`src/rtl/mux_x_adc_interleave.sv`:
```
// N-channel interleaved-ADC sample selector: manual or round-robin channel choice, registered output with valid/ready.
// Optional per-channel signed offset subtraction with saturation when X_ADC_OFFSET_EN is defined.
module mux_x_adc_interleave #(
   parameter int DATA_W = 32,
   parameter int NCH    = 8,
   parameter int SEL_W  = $clog2(NCH)
) (
   input  logic                  clk,
   input  logic                  GlobalReset,
   input  logic [NCH*DATA_W-1:0] x_adc_in,
   input  logic                  in_valid,
   output logic                  in_ready,
   input  logic                  mode_auto,
   input  logic [SEL_W-1:0]      x_adc_select,
   input  logic [NCH-1:0]        ch_en,
   input  logic                  sync_clr,
   output logic [DATA_W-1:0]     x_adc,
   output logic [SEL_W-1:0]      x_adc_ch,
   output logic                  x_adc_last,
   output logic                  out_valid,
   input  logic                  out_ready,
   output logic                  sel_err
`ifdef X_ADC_OFFSET_EN
   ,
   input  logic                      ofs_wr,
   input  logic [SEL_W-1:0]          ofs_addr,
   input  logic signed [DATA_W-1:0]  ofs_data
`endif
);

   function automatic logic [SEL_W-1:0] lowest_set(input logic [NCH-1:0] m);
      logic [SEL_W-1:0] r;
      r = '0;
      for (int k = NCH-1; k >= 0; k--) begin
         if (m[k]) r = SEL_W'(k);
      end
      return r;
   endfunction

`ifdef X_ADC_OFFSET_EN
   function automatic logic signed [DATA_W-1:0] sat_sub(input logic signed [DATA_W-1:0] a,
                                                        input logic signed [DATA_W-1:0] b);
      logic signed [DATA_W:0] d;
      d = {a[DATA_W-1], a} - {b[DATA_W-1], b};
      if (d[DATA_W] != d[DATA_W-1])
         return d[DATA_W] ? {1'b1, {(DATA_W-1){1'b0}}} : {1'b0, {(DATA_W-1){1'b1}}};
      return d[DATA_W-1:0];
   endfunction
`endif

   logic [DATA_W-1:0] samples [NCH];
   logic [NCH-1:0]    above_p0;
   logic [SEL_W-1:0]  wrap_p0;
   logic [SEL_W-1:0]  next_ptr_p0;
   logic [SEL_W-1:0]  chan_p0;
   logic [DATA_W-1:0] sample_p0;
   logic              sel_oob_p0;
   logic              last_auto_p0;
   logic              xfer_p0;

   logic [SEL_W-1:0]  ptr;
   logic [DATA_W-1:0] data_p1;
   logic [SEL_W-1:0]  ch_p1;
   logic              last_p1;
   logic              vld_p1;
   logic              err_p1;

   // stage p0: channel choice, next-pointer search and handshake
   always_comb begin
      for (int k = 0; k < NCH; k++) samples[k] = x_adc_in[k*DATA_W +: DATA_W];
   end

   always_comb begin
      above_p0 = '0;
      for (int k = 0; k < NCH; k++) above_p0[k] = ch_en[k] && (k > int'(ptr));
   end

   assign wrap_p0      = lowest_set(ch_en);
   assign last_auto_p0 = ~|above_p0;
   assign next_ptr_p0  = last_auto_p0 ? wrap_p0 : lowest_set(above_p0);
   assign sel_oob_p0   = {1'b0, x_adc_select} >= (SEL_W+1)'(NCH);
   assign chan_p0      = mode_auto ? ptr : (sel_oob_p0 ? '0 : x_adc_select);

   assign in_ready = (!vld_p1 || out_ready) && !sync_clr && (mode_auto ? |ch_en : 1'b1);
   assign xfer_p0  = in_valid && in_ready;

`ifdef X_ADC_OFFSET_EN
   logic signed [DATA_W-1:0] ofs_p1 [NCH];

   // Written offsets take effect on the following transfer.
   always_ff @(posedge clk or negedge GlobalReset) begin
      if (!GlobalReset) begin
         for (int k = 0; k < NCH; k++) ofs_p1[k] <= '0;
      end else if (ofs_wr && ({1'b0, ofs_addr} < (SEL_W+1)'(NCH))) begin
         ofs_p1[ofs_addr] <= ofs_data;
      end
   end

   assign sample_p0 = sat_sub(samples[chan_p0], ofs_p1[chan_p0]);
`else
   assign sample_p0 = samples[chan_p0];
`endif

   // stage p1: registered output sample and sequencer state
   always_ff @(posedge clk or negedge GlobalReset) begin
      if (!GlobalReset) begin
         data_p1 <= '0;
         ch_p1   <= '0;
         last_p1 <= 1'b0;
         vld_p1  <= 1'b0;
         err_p1  <= 1'b0;
         ptr     <= '0;
      end else if (sync_clr) begin
         vld_p1  <= 1'b0;
         last_p1 <= 1'b0;
         err_p1  <= 1'b0;
         ptr     <= wrap_p0;
      end else if (xfer_p0) begin
         data_p1 <= sample_p0;
         ch_p1   <= chan_p0;
         last_p1 <= mode_auto && last_auto_p0;
         vld_p1  <= 1'b1;
         if (!mode_auto && sel_oob_p0) err_p1 <= 1'b1;
         if (mode_auto) ptr <= next_ptr_p0;
      end else if (vld_p1 && out_ready) begin
         vld_p1 <= 1'b0;
      end
   end

   assign x_adc      = data_p1;
   assign x_adc_ch   = ch_p1;
   assign x_adc_last = last_p1;
   assign out_valid  = vld_p1;
   assign sel_err    = err_p1;

endmodule

```
`config.mk`:
```
export PLATFORM = sky130hd
export DESIGN_NAME = mux_x_adc_interleave
export DESIGN_NICKNAME = d
export VERILOG_FILES = /design/src/rtl/mux_x_adc_interleave.sv
export SDC_FILE = /design/constraint.sdc
export NUM_CORES = 1
export LEC_CHECK = 0
export ABC_CLOCK_PERIOD_IN_PS = 2400
export BUFFER_PORTS_ARGS = -buffer_cell sky130_fd_sc_hd__buf_2
export CAP_MARGIN = 20
export CORE_AREA = 2 2 120 122
export CTS_BUF_LIST = sky130_fd_sc_hd__clkbuf_2
export DETAILED_ROUTE_END_ITERATION = 7
export DIE_AREA = 0 0 122 124
export PLACE_DENSITY_LB_ADDON = 0.1
export SLEW_MARGIN = 20
export SYNTH_ARGS = -nofsm -noshare
export SYNTH_HDL_FRONTEND = slang
export SYNTH_SLANG_ARGS = --single-unit
```
`constraint.sdc`:
```
create_clock -name clk -period 2.4 [get_ports clk]
set_input_delay 0.48 -clock clk [delete_from_list [all_inputs] [get_ports clk]]
set_output_delay 0.48 -clock clk [all_outputs]
set_load 0.05 [all_outputs]
```
==> flow_summary.toml <==
[global_routing]
grt_pass1_vias = 4058
grt-ovfl-total = 0
grt_use_total_pct = 19.0
grt_pass1_wl_um = 21900
grt_max_degree = 37
antenna_found_initial = 4

[clock_tree]
path_clk_slew_ps = 220
clk_latency_ps = 410
clock_sinks = 40
htreeDepth = 2
cts_root_buf = "clkbuf_2"
cts-buffers-inserted = 5
cts.path.max_buffers = 2
cts_tree = "built"

[finish]
final_cell_mix = "buf_2 (310), nand2_1 (72), mux4_2 (64), dfrtp_1 (40), a22oi_1 (32)"
regArea_um2 = 1000
drive_gt1_share_pct = 65.5
multi_input_area_um2 = 2400
final_common_cell = "buf_2"
post-route-util_pct = 39.5
nFillCells = 1425
nets = 881
finalNonFillerCells = 791
synthToLayoutAreaGrowth_pct = 53.4

[sta]
fmax_mhz = 469
hold_violations = 0
setup_viol = 0
slew_violations = 0
hold_ws_ps = 288
tightest_slew_ps = 956
min_period_ps = 2130
fin_crit_sh_pct = 88.8
rsz0062_at_grt = "false"
finalSetupTns_ps = 0
skew_ps = 33.9
timing.final.ws_setup_ps = 268
slew_headroom_pct = 36.1

[synth]
syn_area_um2 = 3530
synthCells = 306
synth_area_leader_cell = "mux4_2"
yosys_register_bits = 40
synth_area_per_cell_um2 = 11.5
mappedNetlistNets = 579
synth.distinct_cells = 35
yosysTopAreaCellShare_pct = 40.8
synth_edf_count = 0
synth.yosys.seq_area_share_pct = 28.3
ys_warn_count = 0
postSynth.asyncResetShare_pct = 100
synth_top_cells_by_area = "mux4_2 (41%), dfrtp_1 (28%), nand2_1 (7.6%)"
synth_ff_type = "dfrtp_1"

[power]
p_int_mw = 1.73
seqPwrFrac_pct = 29.3
power.density_nw_per_um2 = 607
netSwitchingFraction_pct = 47.4
ir_worst_vdd_uv = 236
leakage_nw = 2.73
p_comb_share_pct = 61.1
clkPwrFrac_pct = 9.5
switching_power_mw = 1.56

[floorplanning]
fp.coreArea_um2 = 13700
row_count = 43
start_util_pct = 25.8
die_height_um = 124
die_x_um = 122
die_area_um2 = 15100
ios = 312

[detailed_routing]
drt-initial-drc-count = 157
drt_pass1_iterations = 4
routed-via-count = 3945
drt_wl_total_um = 15000
via_per_inst = 4.99
postRouteAntennaNets = 0
drc_errors = 0
wl_per_cell_um = 18.9

[placed_design]
place_ws_ps = 83.7
hpwl_um = 12300
io_buffer_count = 310
gp_congestion = 0.799
dp.cells = 780

[worst_setup_path]
path_max_fanout = 3
required_ps = 1920
startpoint_type = "flop"
crit_type = "reg2out"
critPathCaptureType = "output port"
worstPathArrival_ps = 1650

[flow_run]
maxCapViolations = 0

[run_status]
status = "finished clean"

[hold_path]
hp-class = "in2reg"
## registers in the layout (all words and copies together) (netlist names)
signal / flops
x_adc: 32
ptr: 3
x_adc_ch: 3
out_valid: 1
x_adc_last: 1
## per-layer routing
layer / wire (um) / vias up / global-route usage (%)
met2: 7820 / 173 / 32.8
met5: 13 / - / 0
met4: 325 / 2 / 5.53
met3: 1170 / 25 / 4.90
li1: - / 1815 / -
met1: 5640 / 1930 / 23.5
## worst paths after layout
path                       slack, ps  cells past startpoint         from         end
setup / recovery                 270                      4    out_valid    in_ready
hold / removal                   290                      2     sync_clr  x_adc_last
setup reg to reg                 290                      6    out_valid   x_adc[30]
hold reg to reg                  490                      2     x_adc[5]    x_adc[5]
max in group asynchronous       1170                      3  GlobalReset   x_adc[12]
min in group asynchronous        510                      2  GlobalReset    x_adc[1]
## cells in the mapped netlist, drive strengths merged, types with 2 or more instances
cell,number
o22ai,2
a21oi,9
a31oi,2
dfrtp,40
o211ai,3
nand2b,3
nor2b,3
nand3,2
a22oi,32
a2bb2oi,2
clkbuf,10
mux4,64
nand2,72
a21o,3
mux2i,4
and2,2
o21ai,8
nor4,2
nor2,7
inv,7
buf,18
## power by group through the flow
| stage | clock [mW] | sequential [mW] | combinational (mW) |
|---|---|---|---|
| 5_1_grt | 0.356 | 0.991 | 2.16 |
| 2_1_floorplan | 0 | 1.51 | 0.849 |
| 3_5_place_dp | 0 | 0.977 | 2.04 |
| 3_3_place_gp | 0 | 0.973 | 2.03 |
| 6_report | 0.314 | 0.964 | 2.01 |
| 4_1_cts | 0.331 | 0.966 | 2.04 |
## critical path, stage by stage (launching register included)
cell and delay (ps):
dfrtp_1 440, nand2b_1 90, nor2b_1 220, a21boi_1 230, buf_2 290
## timing repair
action | 4_1_cts | 5_1_grt
endpoints found under the hold margin | 18 | 0
hold buffers | 1 | 0
buffers inserted | 0 | 0
gates resized for setup | 0 | 0
## metrics by stage
stage / area, um^2 / power (mW)
after floorplan: 3530 / 2.36
after global placement: 5370 / 3.00
after detailed placement: 5370 / 3.02
after CTS: 5410 / 3.34
after global routing: 5420 / 3.51
final: 5420 / 3.29
## layout make-up
type	instances	area share (%)
Inverter	7	0.485
Clock inverter	3	0.254
Sequential cell	40	18.5
Tap cell	180	4.16
Antenna cell	2	0.0924
Multi-Input combinational cell	231	44.2
Clock buffer	5	0.462
Timing Repair Buffer	323	31.9
## logic make-up (layout without fill, tap and decap cells)
family	Yosys count	in the layout	synth area share, %
AO/OA/AOI/OAI	66	66	12.9
buffers and inverters	35	338	5.13
flip-flops	40	40	28.3
multiplexers	69	69	42.2
other	1	3	0.106
AND/OR/NAND/NOR	95	95	11.3
(Power assumes the default switching activity.)
